$ cat src/rtl/alu_seq_if.sv
// Handshake bundle between operand fetch (master) and the sequential ALU (slave).
interface alu_seq_if #(
  parameter int WIDTH = 8
);
  logic             in_valid;
  logic             in_ready;
  logic [WIDTH-1:0] a;
  logic [WIDTH-1:0] b;
  logic [3:0]       alu_sel;
  logic             out_valid;
  logic             out_ready;
  logic [WIDTH-1:0] alu_out;
  logic [WIDTH-1:0] alu_out_hi;
  logic             carry;
  logic             zero;
  logic             div_by_zero;

  modport master (
    output in_valid, a, b, alu_sel, out_ready,
    input  in_ready, out_valid, alu_out, alu_out_hi, carry, zero, div_by_zero
  );
  modport slave (
    input  in_valid, a, b, alu_sel, out_ready,
    output in_ready, out_valid, alu_out, alu_out_hi, carry, zero, div_by_zero
  );
endinterface

$ cat src/rtl/alu_seq.sv
// Clocked 16-op ALU: single-cycle ops finish at accept, MUL/DIV iterate one bit per cycle.
// q/acc double as the iteration registers and the result registers ({hi,lo}).
module alu_seq #(
  parameter int WIDTH = 8
) (
  input  logic       clk,
  input  logic       rst_n,
  alu_seq_if.slave   bus
);
  localparam int CW = $clog2(WIDTH + 1);
  localparam logic [3:0] OP_MUL = 4'd2;
  localparam logic [3:0] OP_DIV = 4'd3;

  typedef enum logic [1:0] {IDLE, BUSY, DONE} state_t;
  state_t state, state_nxt;

  logic [WIDTH-1:0] q, acc, b_r;
  logic [3:0]       sel_r;
  logic [CW-1:0]    cnt;
  logic             cf, zf, dbz;

  logic accept, last, iter_op, div0;
  assign accept  = bus.in_valid && (state == IDLE);
  assign last    = (cnt == CW'(WIDTH - 1));
  assign iter_op = (bus.alu_sel == OP_MUL) || (bus.alu_sel == OP_DIV);
  assign div0    = (bus.alu_sel == OP_DIV) && (bus.b == '0);

  // single-cycle result, computed straight from the incoming operands
  logic [WIDTH-1:0] sc_out;
  logic             sc_c;
  always_comb begin
    sc_out = '0;
    sc_c   = 1'b0;
    case (bus.alu_sel)
      4'd0:  {sc_c, sc_out} = {1'b0, bus.a} + {1'b0, bus.b};
      4'd1:  begin sc_out = bus.a - bus.b; sc_c = (bus.a < bus.b); end
      4'd4:  begin sc_out = bus.a << 1; sc_c = bus.a[WIDTH-1]; end
      4'd5:  begin sc_out = bus.a >> 1; sc_c = bus.a[0]; end
      4'd6:  sc_out = {bus.a[WIDTH-2:0], bus.a[WIDTH-1]};
      4'd7:  sc_out = {bus.a[0], bus.a[WIDTH-1:1]};
      4'd8:  sc_out = bus.a & bus.b;
      4'd9:  sc_out = bus.a | bus.b;
      4'd10: sc_out = bus.a ^ bus.b;
      4'd11: sc_out = ~(bus.a & bus.b);
      4'd12: sc_out = ~(bus.a | bus.b);
      4'd13: sc_out = ~(bus.a ^ bus.b);
      4'd14: sc_out = {{(WIDTH-1){1'b0}}, bus.a > bus.b};
      4'd15: sc_out = {{(WIDTH-1){1'b0}}, bus.a == bus.b};
      default: ;
    endcase
  end

  // MUL: add multiplicand into hi when lsb set, then shift {carry,hi,lo} right
  logic [WIDTH:0]   mul_sum;
  logic [WIDTH:0]   div_rs;
  logic             div_ge;
  logic [WIDTH-1:0] step_q, step_acc;
  always_comb begin
    mul_sum = {1'b0, acc} + (q[0] ? {1'b0, b_r} : '0);
    div_rs  = {acc, q[WIDTH-1]};
    div_ge  = (div_rs >= {1'b0, b_r});
    if (sel_r == OP_MUL) begin
      step_acc = mul_sum[WIDTH:1];
      step_q   = {mul_sum[0], q[WIDTH-1:1]};
    end else begin
      // restoring divide: partial remainder < b always fits in WIDTH bits
      step_acc = div_ge ? (div_rs[WIDTH-1:0] - b_r) : div_rs[WIDTH-1:0];
      step_q   = {q[WIDTH-2:0], div_ge};
    end
  end

  always_ff @(posedge clk or negedge rst_n) begin
    if (!rst_n) state <= IDLE;
    else        state <= state_nxt;
  end

  always_comb begin
    state_nxt = state;
    case (state)
      IDLE: if (accept) state_nxt = (iter_op && !div0) ? BUSY : DONE;
      BUSY: if (last) state_nxt = DONE;
      DONE: if (bus.out_ready) state_nxt = IDLE;
      default: state_nxt = IDLE;
    endcase
  end

  always_comb begin
    bus.in_ready    = (state == IDLE);
    bus.out_valid   = (state == DONE);
    bus.alu_out     = q;
    bus.alu_out_hi  = acc;
    bus.carry       = cf;
    bus.zero        = zf;
    bus.div_by_zero = dbz;
  end

  always_ff @(posedge clk or negedge rst_n) begin
    if (!rst_n) begin
      q <= '0; acc <= '0; b_r <= '0; sel_r <= '0; cnt <= '0;
      cf <= 1'b0; zf <= 1'b0; dbz <= 1'b0;
    end else begin
      case (state)
        IDLE: if (accept) begin
          b_r   <= bus.b;
          sel_r <= bus.alu_sel;
          cnt   <= '0;
          dbz   <= 1'b0;
          acc   <= '0;
          if (div0) begin
            q <= '1; acc <= bus.a; dbz <= 1'b1; cf <= 1'b0; zf <= 1'b0;
          end else if (iter_op) begin
            q <= bus.a;
          end else begin
            q <= sc_out; cf <= sc_c; zf <= (sc_out == '0);
          end
        end
        BUSY: begin
          cnt <= cnt + 1'b1;
          q   <= step_q;
          acc <= step_acc;
          if (last) begin
            cf <= (sel_r == OP_MUL) && (step_acc != '0);
            zf <= (step_q == '0);
          end
        end
        default: ;
      endcase
    end
  end
endmodule

$ cat src/flat_wrapper.sv
// flat-port wrapper written by rule: the top's interface ports become plain ports
module alu_seq_flat 
#(
  parameter int WIDTH = 8
)
  (clk, rst_n, bus_in_valid, bus_a, bus_b, bus_alu_sel, bus_out_ready, bus_in_ready, bus_out_valid, bus_alu_out, bus_alu_out_hi, bus_carry, bus_zero, bus_div_by_zero);
  alu_seq_if #(.WIDTH(WIDTH)) bus_i ();
  input  logic clk;
  input  logic rst_n;
  input wire logic [$bits(bus_i.in_valid)-1:0] bus_in_valid;
  input wire logic [$bits(bus_i.a)-1:0] bus_a;
  input wire logic [$bits(bus_i.b)-1:0] bus_b;
  input wire logic [$bits(bus_i.alu_sel)-1:0] bus_alu_sel;
  input wire logic [$bits(bus_i.out_ready)-1:0] bus_out_ready;
  output wire logic [$bits(bus_i.in_ready)-1:0] bus_in_ready;
  output wire logic [$bits(bus_i.out_valid)-1:0] bus_out_valid;
  output wire logic [$bits(bus_i.alu_out)-1:0] bus_alu_out;
  output wire logic [$bits(bus_i.alu_out_hi)-1:0] bus_alu_out_hi;
  output wire logic [$bits(bus_i.carry)-1:0] bus_carry;
  output wire logic [$bits(bus_i.zero)-1:0] bus_zero;
  output wire logic [$bits(bus_i.div_by_zero)-1:0] bus_div_by_zero;
  assign bus_i.in_valid = bus_in_valid;
  assign bus_i.a = bus_a;
  assign bus_i.b = bus_b;
  assign bus_i.alu_sel = bus_alu_sel;
  assign bus_i.out_ready = bus_out_ready;
  assign bus_in_ready = bus_i.in_ready;
  assign bus_out_valid = bus_i.out_valid;
  assign bus_alu_out = bus_i.alu_out;
  assign bus_alu_out_hi = bus_i.alu_out_hi;
  assign bus_carry = bus_i.carry;
  assign bus_zero = bus_i.zero;
  assign bus_div_by_zero = bus_i.div_by_zero;
  alu_seq #(.WIDTH(WIDTH)) u_core (.clk(clk), .rst_n(rst_n), .bus(bus_i));
endmodule
$ cat config.mk
export PLATFORM = sky130hd
export DESIGN_NAME = alu_seq_flat
export DESIGN_NICKNAME = d
export VERILOG_FILES = /design/src/rtl/alu_seq_if.sv /design/src/rtl/alu_seq.sv /design/src/flat_wrapper.sv
export SDC_FILE = /design/constraint.sdc
export NUM_CORES = 1
export LEC_CHECK = 0
export CAP_MARGIN = 5
export CORE_MARGIN = 4
export CORE_UTILIZATION = 30
export DETAILED_ROUTE_END_ITERATION = 12
export PLACE_DENSITY = 0.47
export SYNTH_ARGS = -nofsm -noshare
export SYNTH_HDL_FRONTEND = slang
export SYNTH_SLANG_ARGS = --single-unit
$ cat constraint.sdc
create_clock -name clk -period 3.29 [get_ports clk]
set_input_delay 0.658 -clock clk [delete_from_list [all_inputs] [get_ports clk]]
set_output_delay 0.658 -clock clk [all_outputs]
set_load 0.01 [all_outputs]
# Yosys cells after proc, flatten, opt, wreduce, memory -nomap -nowiden
# Cells that the tools add are included.
# totals
reg_bits,37
in_bits,24
output_inout_bits,21
wordCells,95
# op_classes
n_addsub,5
order_cmp,3
n_eq_ne,24
mux,31
bitwise_logic,6
n_reduce_logical,17
# ops
op,n
case mux 8 bit (14 select lines),1
2-to-1 mux 8 bit,9
equality test 4 bit (second input constant),8
case mux 8 bit (2 select lines),2
logical NOT 8 bit,3
inverter 8 bit,3
equality test 4 x 3 -> 1 bit (second input constant),5
subtractor 8 bit,2
equality test 4 x 2 -> 1 bit (second input constant),3
adder 8 x 8 -> 9 bit,1
adder 8 x 9 -> 9 bit,1
greater-or-equal comparator 9 x 8 -> 1 bit,1
2-to-1 mux 1 bit,9
AND 8 bit,1
equality test 8 bit,1
greater-than comparator 8 bit,1
less-than comparator 8 bit,1
2-to-1 mux 2 bit,4
bitwise OR 8 bit,1
case mux 4 bit (2 select lines),1
nonzero test 8 bit,1
bitwise XOR 8 bit,1
case mux 2 bit (3 select lines),1
adder 4 x 1 -> 4 bit (second input constant),1
other kinds (18),24

# Logic depth before layout (Yosys ltp)
# Gate-level depths: netlist (run 1).
# depth
word_depth,8
depth_mapped,13
depth_no_buf,12

# Least setup slack after synthesis (run 1)
# Ideal clock, no wire load.
# synth_timing
kind,input port to flip-flop
from,input port bus_a[0]
to,register u_core.q[4] (netlist: u_core.bus.alu_out[4])
t_arrival_ns,2.475
required_ns,3.169
path_slack_ns,0.694
cell_stages,12
path_buffers,0
path_cell_list,inv_1 ha_1 inv_1 fa_1 nor2b_1 o21bai_1 nand2_1 a21oi_1 o32a_1 o211ai_1 a211o_1 a22o_1
# synth_via
elab_chain_len,6
word_cells_on_any_way,7
classes_between,add/sub: 2; mux: 5
# synth_rtl
element,line_no,text
"start, declared",flat_wrapper.sv:11,input wire logic [$bits(bus_i.a)-1:0] bus_a;
subtractor 8 bit or adder 8 x 8 -> 9 bit (tied branches),"alu_seq.sv:36, alu_seq.sv:35",
case mux 8 bit (14 select lines) *,alu_seq.sv:34,case (bus.alu_sel)
2-to-1 mux 8 bit *,alu_seq.sv:111,end else if (iter_op) begin
2-to-1 mux 8 bit *,alu_seq.sv:109,if (div0) begin
2-to-1 mux 8 bit *,alu_seq.sv:103,IDLE: if (accept) begin
case mux 8 bit (2 select lines) *,alu_seq.sv:102,case (state)
"end signal, assigned",alu_seq.sv:112,q <= bus.a;
"end signal, assigned",alu_seq.sv:119,q <= step_q;
"end, declared",alu_seq.sv:17,"logic [WIDTH-1:0] q, acc, b_r;"
# Every way passes the cells marked *; elsewhere a longest branch is shown, timed or not. The select of a mux whose other input is x is not followed.
# A chain may end at the register's enable or synchronous reset.

# Worst setup path after layout (run 1)
# Same ends and word-level chain as after synthesis.

==> impl_results.md, run 1 <==
* Max VDD drop at 0.2229 mV
* Power Dens Cells at 596.3 nW/µm²
* Hold WS at 0.4841 ns
* Syn Area/Cell at 7.744 µm²
* Final setup viols at 0
* Post-synthesis sequential area ratio at 0.2154
* Filler Cell Count at 1465
* Diode count at 0
* # IOs at 45
* Die H at 127.7 µm
* Critical Path Fanout Max at 4
* Ys async rst share at 1.000
* Fraction of the cycle the final worst path needs at 0.9356
* Netlist cell types at 72
* WP data required at 3.47 ns
* Vias per inst at 5.442
* Synthesized cell area at 4298 µm²
* Core area at 13930 µm²
* Die footprint at 16300 µm²
* Synthesized net count at 624
* Total global routing overflow at 0
* Vias at 4484
* Max-cap viol count at 0
* H-Tree Depth at 2
* Leak at 2.498 nW
* Total Neg Setup Slack at 0 ns
* Initial antenna violation count at 0
* GP Congestion at 0.9322
* Top FF cell, synth: dfrtp_1
* Rel. slew slack at 0.3884
* Critical path class: in -> reg
* Clock latency on the worst-skew pair at 0.28 ns
* Detailed Route WL at 15200 µm
* Syn. warnings at 0
* Power Total at 3.288 mW
* Setup crit end kind: flip-flop
* CTS clock-pin slew for the worst setup and hold paths at 0.06 ns
* Status: complete, no violations
* WP data arrival at 3.25 ns
* Antenna-violating nets left at 0
* Final nets at 713
* CTS buffer count at 5
* Hold Buf Count CTS at 0
* Sink Count at 37
* Drt initial violations at 336
* DR pass1 iterations at 7
* Routed WL per cell at 18.44 µm
* Post-route DRC violation count at 0
* Starting Density at 0.3084
* Share of layout cells above drive strength 1 at 0.1351
* #FFs+latches synth at 37
* Crit start category: input pin
* Worst Hold Class: reg -> reg
* RSZ-0062 raised after global routing: no
* Max Clock Skew at 0.007959 ns
* PortBufs at 44
* Fin crit period at 3.078 ns
* Die span in x at 127.7 µm
* Clk buf depth at 2
* Max-slew violation count at 0
* All-Layer GR Usage at 0.1887
* Hold Fails Final Rpt at 0
* Post-detail-place hpwl at 12250 µm
* Post-synth EDFFs at 0
* Vias in the first global route at 4557
* First-pass GRT wire length at 24680 µm
* Cell Rows at 43
* Post-cts resize count at 0
* Clk root buf: clkbuf_16
* Syn Inst Count at 555
* CTS tree: yes
* Largest net degree at the start of global routing at 38
* Area grow syn2layout at 28.30%
* Max Clk Rate at 324.9 MHz
* Worst Max-Slew Pin Slew at 0.9152 ns
* Post-CTS Setup Bufs at 0
==> area by class of cell <==
class | count | area [µm²] | area share
Sequential cell | 37 | 925.9 | 0.1679
Tap cell | 180 | 225.2 | 0.04084
Clock buffer | 5 | 125.1 | 0.02269
Multi-Input combinational cell | 447 | 3062 | 0.5553
Clock inverter | 2 | 35.03 | 0.006354
Inverter | 40 | 150.1 | 0.02723
Timing Repair Buffer | 113 | 991.0 | 0.1797
==> metrics by stage <==
stage / instance area, µm² / setup WS, ns / instances / utilization
global route: 5514 / 0.04755 / 824 / 0.3957
floorplan: 4298 / 0.6937 / 555 / -
detailed placement: 5354 / -0.06689 / 817 / 0.3842
finish: 5514 / 0.2119 / 824 / 0.3957
global placement: 5354 / -0.01105 / 817 / 0.3842
CTS: 5514 / 0.2269 / 824 / 0.3957
==> critical path: stages <==
cell,delay [ns]
clkdlybuf4s50_1,0.47
inv_1,0.12
ha_1,0.17
inv_1,0.05
fa_1,0.38
nor2b_1,0.14
o21bai_1,0.21
nand2_1,0.15
a21oi_1,0.17
o32a_1,0.15
o211ai_1,0.13
a211o_1,0.26
a22o_1,0.19
==> per-layer routing <==
metal  track usage  vias to the layer above  share of wire
li1              -                     2208              -
met1        0.2532                     2127           0.46
met2        0.3283                      131           0.49
met3       0.01583                       18          0.038
met4       0.04744                        0          0.018
met5             0                        -              0
==> cell families (layout without fill, tap and decap cells) <==
kind of cell               count (synthesis)  in the layout  synth area share
DFF                                       37             37            0.2154
and+or+nand+nor                          179            179            0.2134
adders and majority gates                 45             45            0.1380
AOI/OAI and AO/OA                        196            196            0.3004
muxes                                     17             17           0.04017
buffers and inverters                     71            160           0.07220
xor gates and xnor gates                  10             10           0.02038
==> cell usage after synthesis (all sizes together) (2+ instances only) <==
| master | n | area [µm²] |
|---|---|---|
| a211oi | 9 | 67.56 |
| a21o | 9 | 67.56 |
| a21oi | 53 | 269.0 |
| a221o | 2 | 20.02 |
| a221oi | 4 | 35.03 |
| a22o | 8 | 70.07 |
| a22oi | 7 | 52.55 |
| a311oi | 4 | 41.29 |
| a31oi | 5 | 31.28 |
| a32oi | 7 | 61.31 |
| and2 | 10 | 62.56 |
| buf | 18 | 111.4 |
| clkbuf | 13 | 48.80 |
| dfrtp | 37 | 925.9 |
| fa | 4 | 80.08 |
| ha | 41 | 513.0 |
| inv | 40 | 150.1 |
| mux2 | 2 | 22.52 |
| mux2i | 15 | 150.1 |
| nand2 | 66 | 247.7 |
| nand2b | 10 | 62.56 |
| nand3 | 13 | 65.06 |
| nand3b | 2 | 15.01 |
| nand4 | 4 | 25.02 |
| nor2 | 29 | 108.9 |
| nor2b | 9 | 56.30 |
| nor3 | 14 | 81.33 |
| nor4 | 8 | 56.30 |
| nor4b | 4 | 56.30 |
| o211a | 2 | 20.02 |
| o211ai | 5 | 37.54 |
| o21a | 2 | 15.01 |
| o21ai | 49 | 245.2 |
| o21bai | 5 | 37.54 |
| o221ai | 4 | 35.03 |
| o31ai | 8 | 60.06 |
| or3 | 3 | 18.77 |
| xnor2 | 6 | 52.55 |
| xor2 | 4 | 35.03 |
==> state kept, by name, summed over array words and instances, names as in the netlist <==
name	count
u_core.b_r	8
u_core.bus.alu_out	8
u_core.bus.alu_out_hi	8
u_core.bus.carry	1
u_core.bus.div_by_zero	1
u_core.bus.zero	1
u_core.cnt	4
u_core.sel_r	4
u_core.state	2
==> worst paths after layout <==
| check | slack (ns) | end | start | cells past startpoint |
|---|---|---|---|---|
| min in group asynchronous | 0.49 | u_core.bus.alu_out[5] | rst_n | 1 |
| worst min register to register | 0.48 | u_core.bus.div_by_zero | u_core.bus.div_by_zero | 1 |
| worst max-delay path | 0.21 | u_core.bus.alu_out[4] | bus_a[0] | 13 |
| worst max register to register | 0.39 | u_core.bus.carry | u_core.bus.alu_out[7] | 12 |
| max in group asynchronous | 2.25 | u_core.bus.div_by_zero | rst_n | 1 |
| worst min-delay path | 0.48 | u_core.bus.div_by_zero | u_core.bus.div_by_zero | 1 |
==> power breakdown <==
group | internal, mW | leakage [nW] | total (mW) | switching (mW)
combinational | 0.888 | 1.94 | 1.96 | 1.07
clock | 0.352 | 0.0797 | 0.541 | 0.189
sequential | 0.603 | 0.478 | 0.788 | 0.185
total | 1.84 | 2.50 | 3.29 | 1.44
==> cell usage in the layout (no fill, tap or decap), types with 6 or more instances in the layout <==
cell type / n
a211oi_1: 9
a21o_1: 9
a21oi_1: 52
a22o_1: 8
a22oi_1: 7
a32oi_1: 7
and2_1: 9
buf_4: 66
clkdlybuf4s50_1: 43
dfrtp_1: 37
ha_1: 41
inv_1: 39
mux2i_1: 15
nand2_1: 66
nand2b_1: 10
nand3_1: 13
nor2_1: 29
nor2b_1: 9
nor3_1: 13
nor4_1: 7
o21ai_0: 43
o21ai_1: 6
o31ai_1: 8
xnor2_1: 6
(Power assumes the default switching activity.)
==> run 2: changes to the inputs <==
Settings changed: MAX_ROUTING_LAYER from default to met4.
==> impl_results.md, run 2 (same netlist as run 1, synthesis figures left out) <==
* Status: complete, no violations
* Sink Count at 37
* Crit-path slowest cell: clkdlybuf4s50_1
* Vias at 4590
* Die footprint at 16300 µm²
* Area grow syn2layout at 28.21%
* Total global routing overflow at 0
* # IOs at 45
* Crit path top cell by count: inv_1
* Crit start category: input pin
* Commonest cells after routing, fill and taps aside: buf_4 (71), nand2_1 (66), a21oi_1 (52)
* Hold WS at 0.4811 ns
* GP Congestion at 0.9233
* Hold Fails Final Rpt at 0
* Vias in the first global route at 4641
* Final Util at 0.3954
* Share of layout cells above drive strength 1 at 0.1402
* CTS tree: yes
* Buf/Inv on CP at 3
* Diode count at 0
* Routed WL per cell at 18.74 µm
* PortBufs at 44
* Final nets at 717
* Critical Path Fanout Max at 4
* Clk root buf: clkbuf_16
* Top delay family on crit path: compound AO/OA/AOI/OAI gates
* Setup slack, reg-to-reg at 0.37 ns
* Power Dens Cells at 584.9 nW/µm²
* CTS clock-pin slew for the worst setup and hold paths at 0.06 ns
* Clock latency on the worst-skew pair at 0.28 ns
* Power Total at 3.223 mW
* CTS buffer count at 5
* HP Start: u_core.bus.div_by_zero
* Max-cap viol count at 0
* Max-slew violation count at 0
* WP data required at 3.52 ns
* DR pass1 iterations at 5
* Vias per inst at 5.537
* Rel. slew slack at 0.4236
* WP data arrival at 3.31 ns
* Initial antenna violation count at 0
* Worst Hold Depth at 1
* All-Layer GR Usage at 0.1974
* Reg2reg end: u_core.bus.carry
* RSZ-0062 raised after global routing: yes
* Worst r2r src: u_core.bus.alu_out[7]
* Leak at 2.505 nW
* Total Neg Setup Slack at 0 ns
* Fin crit period at 3.087 ns
* Worst Hold Endpoint: u_core.bus.div_by_zero
* Antenna-violating nets left at 0
* Final setup viols at 0
* Die H at 127.7 µm
* Max Clk Rate at 323.9 MHz
* H-Tree Depth at 2
* Worst Hold Class: reg -> reg
* Final WS setup at 0.2030 ns
* Die span in x at 127.7 µm
* Post-route DRC violation count at 0
* Clk buf depth at 2
* Reg2Reg Depth at 12
* Worst path cell trace: clkdlybuf4s50_1 > inv_1 > ha_1 > inv_1 > fa_1 > nor2b_1 > o21bai_1 > nand2_1 > a211oi_1 > o21ai_1 > nor3_1 > a41o_1
* Post-detail-place hpwl at 12470 µm
* Largest net degree at the start of global routing at 38
* Critical path class: in -> reg
* DP Worst Slack at -0.06476 ns
* Max Clock Skew at 0.008749 ns
* Slowest stage delay, CP at 0.47 ns
* Core area at 13930 µm²
* Commonest non-fill, non-tap cell in the layout: buf_4
* Max VDD drop at 0.1865 mV
* Cell Rows at 43
* Starting Density at 0.3084
* Critical Path Stages at 12
* Setup crit end kind: flip-flop
* Filler Cell Count at 1457
* Drt initial violations at 346
* First-pass GRT wire length at 24940 µm
* Fraction of the cycle the final worst path needs at 0.9383
* Worst Max-Slew Pin Slew at 0.8646 ns
* Detailed Route WL at 15530 µm
-- run 2: cell types whose count changed in the layout (fill, tap and decap cells not counted), sizes merged --
| cell | delta |
|---|---|
| clkbuf | +1 |
| bufinv | -1 |
| buf | +4 |
| clkinv | +1 |
-- run 2: how the worst max path moves through the flow --
stage	from	to	slack, ns
detailed placement	bus_a[0]	u_core.bus.alu_out[4]	-0.06
CTS	bus_a[0]	u_core.bus.alu_out[4]	0.23
global placement	bus_b[0]	u_core.bus.alu_out[6]	-0.04
finish	bus_a[0]	u_core.bus.zero	0.20
floorplan	bus_a[0]	u_core.bus.alu_out[4]	0.69
global route	bus_a[0]	u_core.bus.alu_out[4]	-0.007
-- run 2: area by class of cell --
cell class / count / area (µm²) / share of cell area
Multi-Input combinational cell: 447 / 3062 / 0.5556
Clock inverter: 2 / 10.01 / 0.001817
Timing Repair Buffer: 117 / 1008 / 0.1830
Inverter: 40 / 150.1 / 0.02725
Sequential cell: 37 / 925.9 / 0.1680
Clock buffer: 6 / 128.9 / 0.02339
Tap cell: 180 / 225.2 / 0.04087
-- run 2: worst reg2reg max path: stages, from the launching register on --
cell,delay (ns)
dfrtp_1,0.45
inv_1,0.16
ha_1,0.21
inv_1,0.08
fa_1,0.43
nand3_1,0.09
nand2_1,0.09
xnor2_1,0.15
a211oi_1,0.07
a311oi_1,0.47
o31ai_1,0.15
nor4_1,0.27
o221ai_1,0.18
-- run 2: layer usage --
| layer | part of all wire | GRT usage |
|---|---|---|
| met1 | 0.45 | 0.2543 |
| met2 | 0.49 | 0.3298 |
| met3 | 0.033 | 0.01500 |
| met4 | 0.030 | 0.06554 |
| met5 | 0 | - |
-- run 2: stage by stage --
step / instance area [µm²] / std cells
floorplan: 4298 / 555
global placement: 5371 / 821
finish: 5510 / 829
detailed placement: 5371 / 821
CTS: 5510 / 829
global route: 5510 / 829
-- run 2: timing repair --
action | 4_1_cts | 5_1_grt
hold buffers | 0 | 0
gates resized for setup | 0 | 0
setup endpoints to repair | 0 | 2
buffers inserted | 0 | 0
hold endpoints to repair | 0 | 0
-- run 2: power by group --
group	internal, mW	switching [mW]	leakage [nW]
Combinational	0.893	1.08	1.96
Sequential	0.603	0.181	0.478
Clock	0.278	0.186	0.0706
Total	1.77	1.45	2.50
==> run 3: changes to the inputs <==
Settings changed: CTS_BUF_LIST from default to sky130_fd_sc_hd__clkbuf_2.
==> impl_results.md, run 3 (same netlist as run 1, synthesis figures left out) <==
* Critical Path Fanout Max at 4
* Power Total at 2.969 mW
* PortBufs at 44
* CTS tree: yes
* Worst path cell trace: clkdlybuf4s50_1 > ha_1 > fa_1 > a21o_1 > a21oi_1 > o31ai_1 > xnor2_1 > o211a_1 > a21oi_1 > a211oi_1 > a31oi_1
* Top delay family on crit path: compound AO/OA/AOI/OAI gates
* Die span in x at 127.7 µm
* Status: complete, no violations
* Crit path top cell by count: a21oi_1
* Power Dens Cells at 548.4 nW/µm²
* Max Clock Skew at 0.04491 ns
* Leak at 2.467 nW
* CTS clock-pin slew for the worst setup and hold paths at 0.23 ns
* # IOs at 45
* Initial antenna violation count at 1
* All-Layer GR Usage at 0.1978
* Commonest cells after routing, fill and taps aside: buf_4 (71), nand2_1 (66), a21oi_1 (52)
* Rel. slew slack at 0.4173
* Share of layout cells above drive strength 1 at 0.1418
* Core area at 13930 µm²
* Hold Fails Final Rpt at 0
* Worst r2r src: u_core.bus.alu_out[7]
* Hold Buf Count CTS at 0
* Final setup viols at 0
* Buf/Inv on CP at 1
* Worst Hold Class: in -> async
* Max Clk Rate at 341.7 MHz
* Slowest stage delay, CP at 0.47 ns
* Area after DPL at 5371 µm²
* Starting Density at 0.3084
* Worst Max-Slew Pin Slew at 0.8741 ns
* WP data required at 3.64 ns
* Post-detail-place hpwl at 12470 µm
* GP Congestion at 0.9233
* Largest net degree at the start of global routing at 38
* H-Tree Depth at 2
* DR pass1 iterations at 5
* Area grow syn2layout at 25.97%
* CTS buffer count at 5
* Final Util at 0.3885
* Vias in the first global route at 4624
* Clk buf depth at 2
* Drt initial violations at 291
* Total global routing overflow at 0
* Vias per inst at 5.504
* Post-CTS Setup Bufs at 0
* Hold WS at 0.3096 ns
* Commonest non-fill, non-tap cell in the layout: buf_4
* Critical path class: in -> reg
* Antenna-violating nets left at 0
* Die H at 127.7 µm
* Max VDD drop at 0.1506 mV
* Setup crit end kind: flip-flop
* Post-route DRC violation count at 0
* Crit path from: bus_a[0]
* Fin crit period at 2.927 ns
* Vias at 4568
* Final instance area at 5414 µm²
* Clock latency on the worst-skew pair at 0.42 ns
* Cell Rows at 43
* Post-cts resize count at 0
* Max-slew violation count at 0
* Crit start category: input pin
* Inst Count DP at 821
* Finished Layout Cells at 830
* First-pass GRT wire length at 24890 µm
* Crit-path slowest cell: clkdlybuf4s50_1
* Detailed Route WL at 15470 µm
* WP data arrival at 3.28 ns
* Sink Count at 37
* Fraction of the cycle the final worst path needs at 0.8895
* RSZ-0062 raised after global routing: no
* Die footprint at 16300 µm²
* Max-cap viol count at 0
* Clk root buf: clkbuf_2
* Final nets at 717
* Routed WL per cell at 18.64 µm
run 3: cell count changes in the layout (fill, tap and decap cells not counted):
cell       previous run  this run
clkbuf_2              0         6
clkbuf_16             5         0
clkbuf_1              1         0
diode_2               0         1
run 3: area by class of cell:
type | instances | area, µm²
flip-flops and latches | 37 | 925.9
multi-input cells | 447 | 3062
inverters | 40 | 150.1
clock inverters | 2 | 10.01
diodes | 1 | 2.502
clock buffers | 6 | 30.03
well taps | 180 | 225.2
fillers | 1465 | 8521
repair buffers | 117 | 1008
run 3: report_power, final:
part	switching [mW]	total (mW)	internal, mW
sequential	0.180	0.780	0.600
combinational	1.08	1.97	0.892
clock	0.165	0.218	0.0533
total	1.42	2.97	1.55
run 3: per-layer routing:
layer | part of all wire | GRT usage
met1 | 0.45 | 0.2548
met2 | 0.48 | 0.3304
met3 | 0.036 | 0.01500
met4 | 0.027 | 0.06617
met5 | 0 | -
run 3: final timing paths:
path                       cells after the start  slack [ns]                     end
hold / removal                                 1        0.31   u_core.bus.alu_out[5]
setup reg to reg                              12        0.36        u_core.bus.carry
max in group asynchronous                      1        2.38           u_core.b_r[1]
hold reg to reg                                1        0.51  u_core.bus.div_by_zero
setup / recovery                              11        0.36   u_core.bus.alu_out[6]
min in group clk                               1        0.51  u_core.bus.div_by_zero
run 3: per-stage QoR:
stage | setup slack (ns) | TNS (ns)
final | 0.3635 | 0
after detailed placement | -0.06476 | -0.1750
after global placement | -0.03596 | -0.03596
after global routing | 0.07859 | 0
after floorplan | 0.6937 | 0
after CTS | 0.3530 | 0
run 3: worst reg2reg max path, delay by kind of cell, from the launching register on:
kind / cells / cell delay [ns]
AO/OA/AOI/OAI: 4 / 0.86
adder cells (fa/ha/maj): 2 / 0.64
flip-flops: 1 / 0.50
AND/OR/NAND/NOR: 3 / 0.43
buffers and inverters: 2 / 0.24
XOR/XNOR: 1 / 0.15
